**src/rtl/pool_pkg.sv**
```systemverilog
// Shared definitions for the parametrised pooling engine.
//   - window size encodings (SZ_*), pooling mode encodings (POOL_*)
//   - FSM state enum used by the top level
//   - k_of(size):     window edge length K (1, 2 or 4)
//   - shift_of(size): log2(K*K), the right shift that turns a window sum
//                     into an average
package pool_pkg;

  localparam logic [1:0] SZ_1X1  = 2'd0;
  localparam logic [1:0] SZ_2X2  = 2'd1;
  localparam logic [1:0] SZ_4X4  = 2'd2;
  localparam logic [1:0] SZ_RSVD = 2'd3;

  localparam logic POOL_AVG = 1'b0;
  localparam logic POOL_MAX = 1'b1;

  typedef enum logic [1:0] {
    ST_IDLE  = 2'd0,
    ST_ACCUM = 2'd1,
    ST_FIN   = 2'd2
  } state_t;

  function automatic int k_of(input logic [1:0] size);
    case (size)
      SZ_2X2:  return 2;
      SZ_4X4:  return 4;
      default: return 1;
    endcase
  endfunction

  function automatic logic [2:0] shift_of(input logic [1:0] size);
    case (size)
      SZ_2X2:  return 3'd2;
      SZ_4X4:  return 3'd4;
      default: return 3'd0;
    endcase
  endfunction

endpackage

```
**src/rtl/pool_engine_param_if.sv**
```systemverilog
// Job/data bus of the pooling engine.
//   master: start, size, pool_sel, n_win, en, d_in  (driven by the producer)
//   slave:  o_pool, o_valid, busy, done, err        (driven by the engine)
interface pool_engine_param_if #(
  parameter int DATA_W = 16,
  parameter int LANES  = 8,
  parameter int CNT_W  = 8
);

  logic                    start;
  logic [1:0]              size;
  logic                    pool_sel;
  logic [CNT_W-1:0]        n_win;
  logic                    en;
  logic [LANES*DATA_W-1:0] d_in;
  logic [LANES*DATA_W-1:0] o_pool;
  logic                    o_valid;
  logic                    busy;
  logic                    done;
  logic                    err;

  modport master (
    output start, size, pool_sel, n_win, en, d_in,
    input  o_pool, o_valid, busy, done, err
  );

  modport slave (
    input  start, size, pool_sel, n_win, en, d_in,
    output o_pool, o_valid, busy, done, err
  );

endinterface

```
**src/rtl/pool_lane_acc.sv**
```systemverilog
// One output lane of the pooling engine.
// Reduces up to four horizontally adjacent samples of the current row
// (only the first K are used), then folds that row value into a running
// sum (average mode) or running signed max (max mode). The first row of a
// window reloads the accumulator so consecutive windows need no bubble.
// result is the finalised window value computed from the accumulator
// including the current row; the top registers it at window end.
//   clk, srst  clock, synchronous active-high reset
//   accept     current row is consumed
//   first_row  current row is row 0 of a window (reload)
//   pool_sel   POOL_AVG / POOL_MAX
//   size       window size code (selects K and the average shift)
//   samples    4 samples, sample m = samples[m*DATA_W +: DATA_W]
//   result     finalised window value (DATA_W)
module pool_lane_acc
  import pool_pkg::*;
#(
  parameter int DATA_W = 16,
  parameter int ACC_W  = DATA_W + 4
) (
  input  logic                clk,
  input  logic                srst,
  input  logic                accept,
  input  logic                first_row,
  input  logic                pool_sel,
  input  logic [1:0]          size,
  input  logic [4*DATA_W-1:0] samples,
  output logic [DATA_W-1:0]   result
);

  logic signed [ACC_W-1:0] ext [4];
  logic signed [ACC_W-1:0] acc_reg;
  logic signed [ACC_W-1:0] acc_next;
  logic signed [ACC_W-1:0] row_val;
  logic signed [ACC_W-1:0] rnd;
  logic [2:0]              sh;

  for (genvar gi = 0; gi < 4; gi++) begin : g_ext
    assign ext[gi] = {{(ACC_W-DATA_W){samples[gi*DATA_W+DATA_W-1]}},
                      samples[gi*DATA_W +: DATA_W]};
  end

  // Horizontal reduce of the K samples belonging to this lane.
  always_comb begin
    row_val = ext[0];
    for (int m = 1; m < 4; m++) begin
      if (m < k_of(size)) begin
        if (pool_sel == POOL_MAX) begin
          if (ext[m] > row_val) row_val = ext[m];
        end else begin
          row_val = row_val + ext[m];
        end
      end
    end
  end

  // Vertical fold across rows; ties in max mode keep the held value.
  always_comb begin
    acc_next = acc_reg;
    if (first_row) begin
      acc_next = row_val;
    end else if (pool_sel == POOL_MAX) begin
      if (row_val > acc_reg) acc_next = row_val;
    end else begin
      acc_next = acc_reg + row_val;
    end
  end

  // Round-half-up average: (sum + 2^(s-1)) >>> s. With 4 guard bits the
  // largest 4x4 sum plus rounding term still fits ACC_W, and the shifted
  // result always fits DATA_W, so plain truncation is exact.
  always_comb begin
    sh     = (pool_sel == POOL_MAX) ? 3'd0 : shift_of(size);
    rnd    = (sh == 3'd0) ? '0 : (ACC_W'(1) << (sh - 3'd1));
    result = DATA_W'((acc_next + rnd) >>> sh);
  end

  always_ff @(posedge clk) begin
    if (srst) begin
      acc_reg <= '0;
    end else if (accept) begin
      acc_reg <= acc_next;
    end
  end

endmodule

```
**src/rtl/pool_engine_param.sv**
```systemverilog
// Parametrised KxK average/max pooling engine (K = 1, 2, 4).
// A job of n_win vertical windows is launched by a start pulse in IDLE;
// each window consumes K accepted rows (en=1) and emits one pooled row.
//   clk      clock, rising edge
//   rst_fsm  synchronous active-high reset, aborts a running job
//   bus      pool_engine_param_if.slave:
//              start/size/pool_sel/n_win  job request (latched at start)
//              en/d_in                    input row stream
//              o_pool/o_valid             pooled row, 1-cycle valid pulse
//              busy                       high while accumulating
//              done                       1-cycle pulse at job end
//              err                        1-cycle pulse on reserved size
module pool_engine_param
  import pool_pkg::*;
#(
  parameter int DATA_W = 16,
  parameter int LANES  = 8,
  parameter int CNT_W  = 8
) (
  input logic                 clk,
  input logic                 rst_fsm,
  pool_engine_param_if.slave  bus
);

  state_t                  state_reg;
  logic [1:0]              size_lat;
  logic                    sel_lat;
  logic [CNT_W-1:0]        nwin_lat;
  logic [1:0]              row_cnt_reg;
  logic [CNT_W-1:0]        win_cnt_reg;
  logic [LANES*DATA_W-1:0] o_pool_reg;
  logic                    o_valid_reg;
  logic                    busy_reg;
  logic                    done_reg;
  logic                    err_reg;

  logic                    accept;
  logic                    first_row;
  logic                    last_row;
  logic                    last_win;
  logic [LANES*DATA_W-1:0] pool_next;

  assign accept    = (state_reg == ST_ACCUM) && bus.en;
  assign first_row = (row_cnt_reg == 2'd0);
  assign last_row  = (int'(row_cnt_reg) == k_of(size_lat) - 1);
  assign last_win  = (win_cnt_reg == nwin_lat - CNT_W'(1));

  // Output lane gi sees input lanes gi*K .. gi*K+K-1. The three candidate
  // groupings are wired statically and muxed by the latched size, so
  // out-of-range source lanes simply become zero.
  for (genvar gi = 0; gi < LANES; gi++) begin : g_lane
    logic [4*DATA_W-1:0] grp1;
    logic [4*DATA_W-1:0] grp2;
    logic [4*DATA_W-1:0] grp4;
    logic [4*DATA_W-1:0] grp;
    logic [DATA_W-1:0]   res;

    for (genvar gm = 0; gm < 4; gm++) begin : g_smp
      if (gm == 0) begin : g_k1
        assign grp1[gm*DATA_W +: DATA_W] = bus.d_in[gi*DATA_W +: DATA_W];
      end else begin : g_k1z
        assign grp1[gm*DATA_W +: DATA_W] = '0;
      end
      if (gm < 2 && 2*gi+gm < LANES) begin : g_k2
        assign grp2[gm*DATA_W +: DATA_W] = bus.d_in[(2*gi+gm)*DATA_W +: DATA_W];
      end else begin : g_k2z
        assign grp2[gm*DATA_W +: DATA_W] = '0;
      end
      if (4*gi+gm < LANES) begin : g_k4
        assign grp4[gm*DATA_W +: DATA_W] = bus.d_in[(4*gi+gm)*DATA_W +: DATA_W];
      end else begin : g_k4z
        assign grp4[gm*DATA_W +: DATA_W] = '0;
      end
    end

    always_comb begin
      case (size_lat)
        SZ_2X2:  grp = grp2;
        SZ_4X4:  grp = grp4;
        default: grp = grp1;
      endcase
    end

    pool_lane_acc #(
      .DATA_W (DATA_W)
    ) u_acc (
      .clk       (clk),
      .srst      (rst_fsm),
      .accept    (accept),
      .first_row (first_row),
      .pool_sel  (sel_lat),
      .size      (size_lat),
      .samples   (grp),
      .result    (res)
    );

    // Only LANES/K output lanes carry data; the rest are forced to zero.
    assign pool_next[gi*DATA_W +: DATA_W] =
      (gi * k_of(size_lat) < LANES) ? res : '0;
  end

  always_ff @(posedge clk) begin
    if (rst_fsm) begin
      state_reg   <= ST_IDLE;
      size_lat    <= SZ_1X1;
      sel_lat     <= POOL_AVG;
      nwin_lat    <= '0;
      row_cnt_reg <= '0;
      win_cnt_reg <= '0;
      o_pool_reg  <= '0;
      o_valid_reg <= 1'b0;
      busy_reg    <= 1'b0;
      done_reg    <= 1'b0;
      err_reg     <= 1'b0;
    end else begin
      o_valid_reg <= 1'b0;
      done_reg    <= 1'b0;
      err_reg     <= 1'b0;
      case (state_reg)
        ST_IDLE: begin
          if (bus.start) begin
            // Reserved size is rejected before n_win is considered.
            if (bus.size == SZ_RSVD) begin
              err_reg <= 1'b1;
            end else begin
              size_lat    <= bus.size;
              sel_lat     <= bus.pool_sel;
              nwin_lat    <= bus.n_win;
              row_cnt_reg <= '0;
              win_cnt_reg <= '0;
              if (bus.n_win == '0) begin
                state_reg <= ST_FIN;
              end else begin
                state_reg <= ST_ACCUM;
                busy_reg  <= 1'b1;
              end
            end
          end
        end
        ST_ACCUM: begin
          if (bus.en) begin
            if (last_row) begin
              row_cnt_reg <= '0;
              o_pool_reg  <= pool_next;
              o_valid_reg <= 1'b1;
              if (last_win) begin
                state_reg <= ST_FIN;
                busy_reg  <= 1'b0;
              end else begin
                win_cnt_reg <= win_cnt_reg + CNT_W'(1);
              end
            end else begin
              row_cnt_reg <= row_cnt_reg + 2'd1;
            end
          end
        end
        ST_FIN: begin
          done_reg  <= 1'b1;
          state_reg <= ST_IDLE;
        end
        default: state_reg <= ST_IDLE;
      endcase
    end
  end

  assign bus.o_pool  = o_pool_reg;
  assign bus.o_valid = o_valid_reg;
  assign bus.busy    = busy_reg;
  assign bus.done    = done_reg;
  assign bus.err     = err_reg;

endmodule

```
**src/flat_wrapper.sv**
```systemverilog
// flat-port wrapper written by rule: the top's interface ports become plain ports
module pool_engine_param_flat import pool_pkg::*;
#(
  parameter int DATA_W = 16,
  parameter int LANES  = 8,
  parameter int CNT_W  = 8
)
  (clk, rst_fsm, bus_start, bus_size, bus_pool_sel, bus_n_win, bus_en, bus_d_in, bus_o_pool, bus_o_valid, bus_busy, bus_done, bus_err);
  pool_engine_param_if #(.DATA_W(DATA_W), .LANES(LANES), .CNT_W(CNT_W)) bus_i ();
  input logic clk;
  input logic rst_fsm;
  input wire logic [$bits(bus_i.start)-1:0] bus_start;
  input wire logic [$bits(bus_i.size)-1:0] bus_size;
  input wire logic [$bits(bus_i.pool_sel)-1:0] bus_pool_sel;
  input wire logic [$bits(bus_i.n_win)-1:0] bus_n_win;
  input wire logic [$bits(bus_i.en)-1:0] bus_en;
  input wire logic [$bits(bus_i.d_in)-1:0] bus_d_in;
  output wire logic [$bits(bus_i.o_pool)-1:0] bus_o_pool;
  output wire logic [$bits(bus_i.o_valid)-1:0] bus_o_valid;
  output wire logic [$bits(bus_i.busy)-1:0] bus_busy;
  output wire logic [$bits(bus_i.done)-1:0] bus_done;
  output wire logic [$bits(bus_i.err)-1:0] bus_err;
  assign bus_i.start = bus_start;
  assign bus_i.size = bus_size;
  assign bus_i.pool_sel = bus_pool_sel;
  assign bus_i.n_win = bus_n_win;
  assign bus_i.en = bus_en;
  assign bus_i.d_in = bus_d_in;
  assign bus_o_pool = bus_i.o_pool;
  assign bus_o_valid = bus_i.o_valid;
  assign bus_busy = bus_i.busy;
  assign bus_done = bus_i.done;
  assign bus_err = bus_i.err;
  pool_engine_param #(.DATA_W(DATA_W), .LANES(LANES), .CNT_W(CNT_W)) u_core (.clk(clk), .rst_fsm(rst_fsm), .bus(bus_i));
endmodule
```
**config.mk**
```make
export PLATFORM = sky130hd
export DESIGN_NAME = pool_engine_param_flat
export DESIGN_NICKNAME = d
export VERILOG_FILES = /design/src/rtl/pool_pkg.sv /design/src/rtl/pool_engine_param_if.sv /design/src/rtl/pool_lane_acc.sv /design/src/rtl/pool_engine_param.sv /design/src/flat_wrapper.sv
export SDC_FILE = /design/constraint.sdc
export NUM_CORES = 2
export LEC_CHECK = 0
export CAP_MARGIN = 10
export CORE_MARGIN = 4
export CORE_UTILIZATION = 30
export DETAILED_ROUTE_END_ITERATION = 16
export PLACE_DENSITY_LB_ADDON = 0.08
export SYNTH_ARGS = -nofsm -noshare
export SYNTH_HDL_FRONTEND = slang
export SYNTH_SLANG_ARGS = --single-unit
export TNS_END_PERCENT = 1
```
**constraint.sdc**
```tcl
create_clock -name clk -period 16 [get_ports clk]
set_input_delay 4 -clock clk [delete_from_list [all_inputs] [get_ports clk]]
set_output_delay 4 -clock clk [all_outputs]
set_load 0.02 [all_outputs]
```
==> summary.txt <==
Hold path
  • Hold path depth: 2
  • Hold endpoint: u_core.bus.o_pool[0]
  • Hold Startpoint: u_core.bus.o_pool[0]
  • Min-delay worst type: reg2reg

Die
  • Die Wd: 414 µm
  • I/O pin cnt: 275
  • Cell row count: 148
  • Area of the die: 0.171 mm²
  • Initial Util: 0.303
  • Core ar.: 0.163 mm²
  • Height of the chip: 414 µm

Routing
  • Final WL: 264000 µm
  • Antenna-violating nets left: 0
  • DR vias: 58718
  • # DRC: 0
  • WL/cell: 25.3 µm
  • First-pass iteration count of the detailed router: 5
  • 1st-iter DRT viols: 4853
  • Vias/cell: 5.62

Clock tree
  • Maximum buffer depth of the clock tree: 3
  • # clock sinks: 315
  • H-Tree Depth: 2
  • TritonCTS buffer count: 45
  • Clk root buf: clkbuf_16
  • CTS tree: yes
  • Worst-Skew Late Latency: 640 ps
  • Post-CTS Hold Fix Bufs: 0
  • Clock Pin Slew Worst Setup and Hold Paths: 60 ps

Finish
  • Final #Nets: 9034
  • Layout Utilization: 0.404
  • Largest register FFs: 160
  • Most frequent cells in the layout: buf_4 (1195), nand2_1 (692), nor2_1 (641)
  • Fraction of layout instances using a drive strength above 1: 0.200
  • Commonest non-fill, non-tap cell in the layout: buf_4
  • Design area: 0.0660 mm²
  • Area overhead of the layout relative to synthesis: 33.5%

Logic synthesis
  • Yosys warnings: 0
  • Seq/Total Area, Yosys: 0.128
  • Largest cells by area after synthesis: ha_1 (16%), dfxtp_1 (13%), a21oi_1 (6.1%), nand2_1 (5.4%), nor2_1 (5.0%)
  • Most used DFF post-synth: dfxtp_1
  • Largest area contributor in the netlist: ha_1
  • Post-Syn Instances: 7067
  • Yosys top cell area share: 0.163
  • EDFF count, synth: 0
  • Synth unique cells: 109
  • Asr flop ratio synth: 0
  • Syn avg cell area: 7.00 µm²
  • Synthesized area: 0.0494 mm²
  • Flops & latches, synth: 315

Placement
  • GPL Wtd Cong: 0.974
  • Dpl hpwl: 212000 µm
  • # port buffers: 274
  • Dpl cell area: 0.0626 mm²

Timing
  • Fin Clk Skew: 43.1 ps
  • Slew of the pin with the lowest slew margin: 1220 ps
  • Final worst setup slack: -50.8 ps
  • Endpoints failing hold: 0
  • Fin. max-slew vios: 0
  • Final setup fails: 6
  • Worst Hold Margin: 442 ps
  • Sum Neg Setup Slack: -145 ps
  • RSZ-0062 raised after global routing: yes
  • Minimum clock period: 16050 ps
  • Max transition margin: 0.188
  • Final period utilization: 1.00
  • Fmax: 0.0623 GHz

Global route
  • First-pass GRT wire length: 383000 µm
  • Vias in the first global route: 57253
  • Largest net degree at the start of global routing: 75
  • Antenna violations before repair: 33
  • All-Layer GR Usage: 0.296
  • Global route overflow: 0

Setup path
  • Reg2Reg Depth: 59
  • FF-to-FF End: u_core.bus.o_pool[29]
  • Arr. time, crit path: 16520 ps
  • Top delay family on crit path: simple AND/OR/NAND/NOR gates
  • Worst path slowest cell: or4_4
  • Worst EP required: 16470 ps
  • Worst setup path class: in2reg
  • R2R Setup Slk: 2130 ps
  • Element type at the critical path end: flop
  • FF-to-FF Start: u_core.size_lat[1]
  • Most used cell, CP: buf_4
  • CP Buf/Inv Count: 12
  • CP max stage delay: 540 ps
  • CP Launch Type: primary input
  • Critical Path Fanout Max: 9

Outcome
  • Failing checks: setup timing
  • Outcome: finished, violations left

Power
  • Peak VDD IR: 0.0000754 V
  • Static leakage: 0.0289 µW
  • Pwr dens: 85.8 mW/mm²

Run
  • Max cap viols: 0
worst min-delay path, delay by kind of cell (launching register included):
| kind | cells | cell delay [ps] |
|---|---|---|
| flops | 1 | 310 |
| simple gates | 2 | 90 |
how the worst max path moves through the flow:
stage / startpoint / endpoint / slack [ps] / cells past startpoint
floorplan: bus_d_in[70] / u_core.bus.o_pool[31] / -20 / 57
global placement: bus_d_in[79] / u_core.bus.o_pool[31] / -1440 / 56
detailed placement: bus_d_in[23] / u_core.bus.o_pool[13] / -1720 / 63
CTS: bus_d_in[20] / u_core.bus.o_pool[13] / 2 / 55
global route: bus_d_in[47] / u_core.bus.o_pool[31] / -550 / 62
finish: bus_d_in[47] / u_core.bus.o_pool[29] / -50 / 58
routing by layer:
layer | up-vias | wire, µm | GRT usage
met3 | 407 | 13900 | 0.0344
met4 | 8 | 14300 | 0.131
li1 | 28076 | - | -
met2 | 1782 | 122000 | 0.501
met5 | - | 55 | 0
met1 | 28445 | 114000 | 0.378
cells by family (layout without fill, tap and decap cells):
family                   Yosys count  count (layout)  synth area share
AO/OA/AOI/OAI                   2306            2306             0.320
XOR/XNOR                         312             312            0.0553
adder cells (fa/ha/maj)          657             657             0.168
buffers and inverters            940            2139            0.0722
flip-flops                       315             315             0.128
multiplexers                      74              74            0.0158
other                              1               8         0.0000759
AND/OR/NAND/NOR                 2462            2462             0.241
cell usage after synthesis, drive strengths merged, types with 46 or more instances:
cell / instances
nand2: 706
nor2: 662
ha: 643
a21oi: 603
inv: 569
o21ai: 338
dfxtp: 315
clkbuf: 310
nor3: 210
xnor2: 199
and2: 172
a211oi: 152
nand3: 118
xor2: 113
a21o: 106
nor2b: 97
o21bai: 97
nand2b: 96
o22ai: 95
o211ai: 74
a22oi: 72
nand4: 71
or3: 71
a31oi: 66
and3: 61
buf: 60
nor4: 60
o221ai: 59
a221oi: 56
mux2i: 56
o21a: 51
o31ai: 48
a2111oi: 46
layout make-up:
type | count | area [µm²]
diodes | 6 | 15.0
clock buffers | 59 | 1280
fillers | 17301 | 97300
clock inverters | 21 | 355
flip-flops and latches | 315 | 6310
repair buffers | 1489 | 12000
well taps | 2175 | 2720
multi-input cells | 5813 | 41200
inverters | 570 | 2150
power by group:
part | switching (µW) | leakage, µW | internal [µW] | total [µW]
Clock | 439 | 0.000778 | 707 | 1150
Combinational | 2090 | 0.0256 | 1530 | 3610
Sequential | 60.7 | 0.00256 | 841 | 901
Total | 2590 | 0.0289 | 3070 | 5660
through the flow:
stage	worst slack, ps	total power [µW]	cells
after floorplan	-20.4	2800	7068
after global placement	-1440	4340	10312
after detailed placement	-1720	4330	10312
after CTS	1.54	5600	10428
after global routing	-545	6020	10445
final	-50.8	5660	10448
what timing repair did:
action	4_1_cts	5_1_grt
gates cloned	0	1
pin swaps	78	68
resized for setup	161	138
buffers inserted	36	12
setup endpoints to repair	32	34
No activity file was read; power rests on OpenSTA's default activity.
